## src/rtl/combination_ctrl.sv

```systemverilog
// Sequencer for the combination phase: loads each weight column once, then
// walks every feature row through read, MAC and a backpressured result write.
module combination_ctrl #(
    parameter int FEATURE_ROWS  = 6,
    parameter int WEIGHT_COLS   = 3,
    parameter int FEATURE_WIDTH = $clog2(FEATURE_ROWS),
    parameter int WEIGHT_WIDTH  = $clog2(WEIGHT_COLS)
) (
    input  logic                     clk,
    input  logic                     reset,
    input  logic                     start,
    output logic                     read_weight,
    output logic [WEIGHT_WIDTH-1:0]  weight_addr,
    output logic                     load_weight,
    output logic                     read_feature,
    output logic [FEATURE_WIDTH-1:0] feature_addr,
    output logic                     mac_en,
    output logic                     wr_en,
    input  logic                     wr_ready,
    output logic [FEATURE_WIDTH-1:0] wr_row,
    output logic [WEIGHT_WIDTH-1:0]  wr_col,
    output logic                     busy,
    output logic                     done,
    output logic [2:0]               dbg_state
);

    typedef enum logic [2:0] {
        S_IDLE    = 3'd0,
        S_LOAD_W  = 3'd1,
        S_WAIT_W  = 3'd2,
        S_FEAT_RD = 3'd3,
        S_MAC     = 3'd4,
        S_WRITE   = 3'd5,
        S_DONE    = 3'd6
    } state_t;

    localparam logic [FEATURE_WIDTH-1:0] ROW_LAST = FEATURE_WIDTH'(FEATURE_ROWS - 1);
    localparam logic [WEIGHT_WIDTH-1:0]  COL_LAST = WEIGHT_WIDTH'(WEIGHT_COLS - 1);

    state_t                   r_state;
    state_t                   w_state_nxt;
    logic [FEATURE_WIDTH-1:0] r_row;
    logic [FEATURE_WIDTH-1:0] w_row_nxt;
    logic [WEIGHT_WIDTH-1:0]  r_col;
    logic [WEIGHT_WIDTH-1:0]  w_col_nxt;

    always_ff @(posedge clk or negedge reset) begin
        if (!reset) begin
            r_state <= S_IDLE;
            r_row   <= '0;
            r_col   <= '0;
        end else begin
            r_state <= w_state_nxt;
            r_row   <= w_row_nxt;
            r_col   <= w_col_nxt;
        end
    end

    // Counters only move on an accepted write (or when a pass starts).
    always_comb begin
        w_state_nxt = r_state;
        w_row_nxt   = r_row;
        w_col_nxt   = r_col;
        case (r_state)
            S_IDLE: begin
                if (start) begin
                    w_state_nxt = S_LOAD_W;
                    w_row_nxt   = '0;
                    w_col_nxt   = '0;
                end
            end
            S_LOAD_W:  w_state_nxt = S_WAIT_W;
            S_WAIT_W:  w_state_nxt = S_FEAT_RD;
            S_FEAT_RD: w_state_nxt = S_MAC;
            S_MAC:     w_state_nxt = S_WRITE;
            S_WRITE: begin
                if (wr_ready) begin
                    if (r_row < ROW_LAST) begin
                        w_row_nxt   = r_row + FEATURE_WIDTH'(1);
                        w_state_nxt = S_FEAT_RD;
                    end else if (r_col < COL_LAST) begin
                        w_row_nxt   = '0;
                        w_col_nxt   = r_col + WEIGHT_WIDTH'(1);
                        w_state_nxt = S_LOAD_W;
                    end else begin
                        w_row_nxt   = '0;
                        w_col_nxt   = '0;
                        w_state_nxt = S_DONE;
                    end
                end
            end
            S_DONE:  w_state_nxt = S_IDLE;
            default: w_state_nxt = S_IDLE;
        endcase
    end

    always_comb begin
        read_weight  = 1'b0;
        load_weight  = 1'b0;
        read_feature = 1'b0;
        mac_en       = 1'b0;
        wr_en        = 1'b0;
        done         = 1'b0;
        busy         = (r_state != S_IDLE);
        case (r_state)
            S_LOAD_W:  read_weight  = 1'b1;
            S_WAIT_W:  load_weight  = 1'b1;
            S_FEAT_RD: read_feature = 1'b1;
            S_MAC:     mac_en       = 1'b1;
            S_WRITE:   wr_en        = 1'b1;
            S_DONE:    done         = 1'b1;
            default: ;
        endcase
    end

    assign weight_addr  = r_col;
    assign wr_col       = r_col;
    assign feature_addr = r_row;
    assign wr_row       = r_row;
    assign dbg_state    = r_state;

endmodule

```

## config.mk

```make
export PLATFORM = sky130hd
export DESIGN_NAME = combination_ctrl
export DESIGN_NICKNAME = d
export VERILOG_FILES = /design/src/rtl/combination_ctrl.sv
export SDC_FILE = /design/constraint.sdc
export NUM_CORES = 1
export LEC_CHECK = 0
export BUFFER_PORTS_ARGS = -buffer_cell sky130_fd_sc_hd__buf_2
export CORE_AREA = 4 4 41 43
export DETAILED_ROUTE_END_ITERATION = 6
export DIE_AREA = 0 0 45 47
export HOLD_SLACK_MARGIN = 0.02
export PLACE_DENSITY = 0.7
export SLEW_MARGIN = 30
export SYNTH_ARGS = -nofsm -noshare
export SYNTH_HDL_FRONTEND = slang
export SYNTH_SLANG_ARGS = --single-unit
```

## constraint.sdc

```tcl
create_clock -name clk -period 1.6 [get_ports clk]
set_input_delay 0.24 -clock clk [delete_from_list [all_inputs] [get_ports clk]]
set_output_delay 0.24 -clock clk [all_outputs]
set_load 0.05 [all_outputs]
```

==> reports/qor.yml, run 1 <==
setup_path:
  crit_arrival_ns: 1.31
  start_kind: "register"
  slowest_delay_ns: 0.48
  cp-end-kind: "output pin"
  path_class: "register to output pin"
  cp.required_ns: 1.36
  crit_fanout: 8
  crit_chain: "or3_1 -> buf_6"
  cpMaxStageDelayCell: "dfrtp_2"
drt:
  via_count: 497
  routed_via_density: 5.18
  drt-pass1-iter-count: 4
  ant_nets: 0
  finalWirelength_mm: 1.21
  routedWlPerCell_um: 12.6
  drc_errors: 0
  drtIter0Drc: 9
run:
  cap_violations: 0
finish:
  syn_to_final_growth_pct: 35.6
  diodes: 0
  finalNetCount: 87
  drive_above_1_share_pct: 55.6
  fillers: 119
logic_synthesis:
  syn_area_um2: 541
  synthCells: 56
  synth_warnings: 0
  ys_ff_latch: 8
  synth.distinct_cells: 30
  ys.flop_type: "dfrtp_1"
  synth-edff-count: 0
  syn_avg_cell_area_um2: 9.65
  async_flop_share_pct: 100
  seq_area_frac_synth_pct: 37.0
  synth_nets: 61
global_routing:
  grt_antenna_before_repair: 0
  grt_remaining_overflow: 0
  grt_usage_pct: 12.9
  grt_max_degree: 14
  grt_pass1_vias: 443
  grt_pass1_wl_mm: 1.96
placement:
  portBuffers: 23
  pre_cts_slack_ns: 0.230
  place.gp.congestion: 0.755
  hpwl_um: 876
floorplanning:
  die_h_um: 47
  coreArea_um2: 1300
  start_util_pct: 41.5
  std_cell_rows: 13
  die_x_um: 45
  dieArea_um2: 2120
  boundaryPins: 24
timing:
  finalCritPeriodShare_pct: 96.8
  finalHoldViolations: 0
  rsz0062_at_grt: "false"
  finalClockSkew_ns: 0.00761
  slew_headroom_pct: 71.9
  whs_ns: 0.267
  period_needed_ns: 1.55
  tightest_slew_ns: 0.417
  fmax_mhz: 646
  finalSetupTns_ns: 0
  setup_violations: 0
  drv_slew: 0
  worst_slack_ns: 0.0509
clock_network:
  cts_tree: "yes"
  clockBufferDepth: 2
  cts_htree_levels: 1
  insertion_delay_ns: 0.26
  cts.reportedPaths.clkPinSlew_ns: 0.06
  root_buffer: "clkbuf_4"
  cts_sinks: 8
  numCtsBuffers: 3
status:
  status: "finished, final reports clean"
worst_hold_path:
  hold_class: "input pin to register"
## timing repair
item / CTS / global route
hold buffers: 1 / 0
setup buffers: 2 / 3
resized for setup: 1 / 3
endpoints found under the setup margin: 2 / 5
hold endpoints to repair: 8 / 0
## routing by layer
| metal | wire length, um | GRT usage, % | vias to the layer above |
|---|---|---|---|
| met5 | 0 | 0 | - |
| met3 | 96 | 2.30 | 2 |
| met1 | 554 | 16.2 | 228 |
| li1 | - | - | 248 |
| met4 | 14 | 7.60 | 0 |
| met2 | 542 | 20.6 | 19 |
## Yosys cell counts (2+ instances only)
| cell type | number | area (um2) |
|---|---|---|
| a21oi_1 | 2 | 10.0 |
| buf_4 | 5 | 37.5 |
| buf_6 | 2 | 22.5 |
| dfrtp_1 | 8 | 200 |
| inv_1 | 2 | 7.51 |
| nand2_1 | 5 | 18.8 |
| nor2_1 | 6 | 22.5 |
| nor3b_1 | 2 | 15.0 |
| o22ai_1 | 2 | 12.5 |
| or3_1 | 2 | 12.5 |
## flip-flops by register name (all words and copies together) (netlist names)
name,count
feature_addr,3
dbg_state,3
weight_addr,2
## cell type report
class / instances / area (um2) / share of cell area (%)
Clock buffer: 4 / 26.3 / 3.58
Inverter: 2 / 11.3 / 1.54
Multi-Input combinational cell: 38 / 302 / 41.1
Sequential cell: 8 / 204 / 27.8
Tap cell: 15 / 18.8 / 2.56
Timing Repair Buffer: 29 / 171 / 23.4
## logic make-up (layout without fill, tap and decap cells)
family / count (synthesis) / after routing / share of synthesized area [%]
compound gates: 11 / 11 / 13.9
xor+xnor: 1 / 1 / 1.62
fa+ha+maj: 1 / 1 / 2.31
buf+inv: 10 / 35 / 13.4
flops: 8 / 8 / 37.0
mux: 2 / 2 / 3.94
simple gates: 23 / 23 / 27.8
## path summary, 6_finish.rpt
path,from,end,slack (ns),cells past startpoint
max,dbg_state[2],busy,0.05,2
max in group asynchronous,reset,dbg_state[1],1.06,2
max reg2reg,dbg_state[2],weight_addr[0],0.14,4
min,wr_ready,feature_addr[1],0.27,3
min reg2reg,feature_addr[0],feature_addr[0],0.57,1
min in group asynchronous,reset,feature_addr[2],0.35,2
## cell usage in the layout (no fill, tap or decap), types with 2 or more instances in the layout
master,Yosys,routed
a21oi_1,2,2
buf_2,1,21
buf_4,5,6
clkbuf_4,0,3
dfrtp_1,8,5
dfrtp_2,0,3
nand2_1,5,5
nor2_1,6,3
nor2_4,0,2
o22ai_1,2,2
or3_1,2,2
## worst max-delay path, delay by kind of cell, from the launching register on
family	cells	cell delay (ns)
simple gates	1	0.40
flops	1	0.48
buf+inv	1	0.16
## metrics by stage
step / util [%] / cells / cell area, um2
floorplan: - / 56 / 582
global placement: 50.0 / 86 / 651
detailed placement: 50.0 / 86 / 651
CTS: 54.1 / 93 / 704
global route: 56.3 / 96 / 733
finish: 56.3 / 96 / 733
Power of run 1 is left out: the tool's default activity adds up to more than one toggle a clock period on the data nets, which glitch-free logic cannot reach.
==> run 2: changes to the inputs <==
Settings changed: CORE_AREA 4 4 41 43 to unset, CORE_MARGIN set to 4, CORE_UTILIZATION set to 40, DIE_AREA 0 0 45 47 to unset, PLACE_DENSITY 0.7 to 0.72.
Clock period 1.6 ns to 1.4 ns, I/O delays scaled along.
==> run 2 against run 1 <==
Against the previous run:
- the run now ends with setup timing left
- critical path depth unchanged
- sequential share of layout area decreased by 4.2 points
- via count increased by 16%
- critical path type unchanged
- wire length increased by 34%
- count of clock-buffer cells in the layout unchanged
- first-iteration DRC count increased by 33%
- worst setup slack got worse by 0.15 ns
- die area decreased by 5.3%
- non-clock buffer count increased by 8
- flip-flop and latch count unchanged
- clock skew increased by 0.0027 ns
==> reports/qor.yml, run 2 (synthesized netlist as in run 1, its figures left out) <==
floorplanning:
  die_h_um: 44.8  # -4.8%
  die_x_um: 44.8  # -0.53%
  dieArea_um2: 2000  # -5.3%
  std_cell_rows: 12  # -1
  start_util_pct: 45.6  # +4.0 points
  boundaryPins: 24  # unchanged
  coreArea_um2: 1190  # -8.8%
pwr:
  p_seq_share_pct: 20.0
  peakVddDrop_v: 0.00135
  p_switching_mw: 1.32
  combPwrFrac_pct: 72.0
  p_clk_share_pct: 8.0
  p_int_mw: 1.13
  p_leak_nw: 0.430
  powerDensity_nw_per_um2: 2780
  swShare_pct: 53.9
setup_path:
  path_class: "register to output pin"
  slowest_delay_ns: 0.47  # about the same
  crit_arrival_ns: 1.29  # -0.02 ns
  r2r-end: "weight_addr[0]"
  r2r_setup_slack_ns: -0.04  # -0.18 ns
  start_kind: "register"
  reg2reg_from: "dbg_state[2]"
  critPathBufInv: 1  # unchanged
  crit_fanout: 8  # unchanged
  reg2reg_depth: 4  # unchanged
  cp.required_ns: 1.19  # -0.17 ns
  path_delay_family: "flip-flops"
  crit_chain: "or3_4 -> buf_6"
  cp-end-kind: "output pin"
  cpMaxStageDelayCell: "dfrtp_2"
placement:
  hpwl_um: 873  # -0.27%
  post-place-cells: 86  # unchanged
  place.gp.congestion: 0.778  # +3.1%
  portBuffers: 23  # unchanged
status:
  status: "finished with violations"
  violations: "setup timing"
timing:
  finalCritPeriodShare_pct: 107
  rsz0062_at_grt: "true"
  slew_headroom_pct: 67.1  # -4.8 points
  period_needed_ns: 1.50
  tightest_slew_ns: 0.488  # +0.0713 ns
  setup_violations: 7  # +7
  finalClockSkew_ns: 0.0103  # +0.00270 ns
  finalHoldViolations: 0  # unchanged
  whs_ns: 0.227  # -0.0404 ns
  worst_slack_ns: -0.104  # -0.155 ns
  fmax_mhz: 665
  drv_slew: 0  # unchanged
clock_network:
  cts.reportedPaths.clkPinSlew_ns: 0.06  # about the same
  cts_tree: "yes"
  numCtsBuffers: 3  # unchanged
  root_buffer: "clkbuf_4"
  cts_htree_levels: 1  # unchanged
  cts_sinks: 8  # unchanged
  insertion_delay_ns: 0.26  # about the same
  clockBufferDepth: 2  # unchanged
drt:
  drtIter0Drc: 12  # +3
  finalWirelength_mm: 1.62  # +34%
  wl_met1_um: 669  # +21%
  wl_met2_um: 835  # +54%
  routed.top_layer: "met4"
  dr_wl_met3_um: 108  # +13%
  drt-pass1-iter-count: 4  # unchanged
  routed_via_density: 5.58  # +7.8%
  drc_errors: 0  # unchanged
  routedWlPerCell_um: 15.7  # +25%
  ant_nets: 0  # unchanged
  via_count: 575  # +16%
global_routing:
  grt_pass1_wl_mm: 2.38  # +21%
  grt_usage_pct: 16.7  # +3.8 points
  grt_remaining_overflow: 0  # unchanged
  grt_max_degree: 9  # -5
  grt_pass1_vias: 530  # +20%
  grt_antenna_before_repair: 0  # unchanged
finish:
  syn_to_final_growth_pct: 62.7
  drive_above_1_share_pct: 67.4  # +12 points
  diodes: 0  # unchanged
  layout_commonest_cell: "buf_2"
  layout_common_cells: "15 x buf_2, 11 x buf_4, 9 x buf_6"
  fillers: 83  # -30%
  finalNetCount: 95  # +9.2%
  fin_cells: 103  # +7.3%
run:
  cap_violations: 0  # unchanged
worst_hold_path:
  hold_class: "input pin to register"
  hold_end: "feature_addr[0]"
  holdPathStages: 3  # unchanged
  hp-start: "wr_ready"
==> run 2: routing by layer <==
layer  global-route usage, %  vias to the layer above
met2                    24.9                       20
met3                    7.97                        3
met1                    19.9                      288
met5                       0                        -
met4                    7.83                        0
li1                        -                      264
==> run 2: area by class of cell <==
| cell class | count | area [um2] | area share, % |
|---|---|---|---|
| timing repair buffer | 37 | 284 | 32.3 |
| inverter | 2 | 11.3 | 1.28 |
| clock buffer | 4 | 26.3 | 2.99 |
| multi-input combinational | 38 | 333 | 37.8 |
| tap | 14 | 17.5 | 1.99 |
| sequential | 8 | 208 | 23.6 |
==> run 2: worst max-delay path by stage <==
| stage | endpoint | depth (start not counted) | start | slack, ns |
|---|---|---|---|---|
| 6_report | busy | 2 | dbg_state[2] | -0.10 |
| 5_1_grt | busy | 2 | dbg_state[1] | -0.14 |
| 4_1_cts | busy | 2 | dbg_state[0] | -0.08 |
| 3_5_place_dp | weight_addr[0] | 3 | dbg_state[2] | 0.04 |
| 3_3_place_gp | weight_addr[0] | 3 | feature_addr[1] | 0.06 |
| 2_1_floorplan | weight_addr[0] | 4 | dbg_state[2] | -0.07 |
==> run 2: repair_timing <==
| item | CTS | global route |
|---|---|---|
| setup buffers | 9 | 3 |
| pin swaps | 0 | 3 |
| hold buffers | 1 | 0 |
| hold endpoints to repair | 8 | 0 |
| gates resized for setup | 17 | 9 |
| endpoints found under the setup margin | 8 | 13 |
==> run 2: worst reg2reg max path, delay by kind of cell (launching register included) <==
family	cells	cell delay, ns
muxes	1	0.27
AOI/OAI and AO/OA	1	0.11
and+or+nand+nor	1	0.30
buffers and inverters	1	0.18
DFF	1	0.47
==> run 2: metrics by stage <==
stage / setup TNS, ns / setup WS [ns] / utilization, % / power (mW) / area, um2
floorplan: -0.317 / -0.0667 / - / 1.65 / 603
global placement: 0 / 0.0642 / 56.6 / 1.77 / 672
detailed placement: 0 / 0.0448 / 56.6 / 1.78 / 672
CTS: -0.249 / -0.0818 / 69.4 / 2.28 / 823
global route: -0.775 / -0.144 / 74.2 / 2.57 / 880
finish: -0.427 / -0.104 / 74.2 / 2.44 / 880
==> run 2: power by group through the flow <==
stage               registers, mW  clock network [mW]  logic, mW
floorplan                   0.652                   0      0.998
global placement            0.548                   0       1.22
detailed placement          0.555                   0       1.23
CTS                         0.471               0.200       1.61
global route                0.510               0.219       1.84
finish                      0.490               0.194       1.76
No activity file was read; power rests on OpenSTA's default activity.
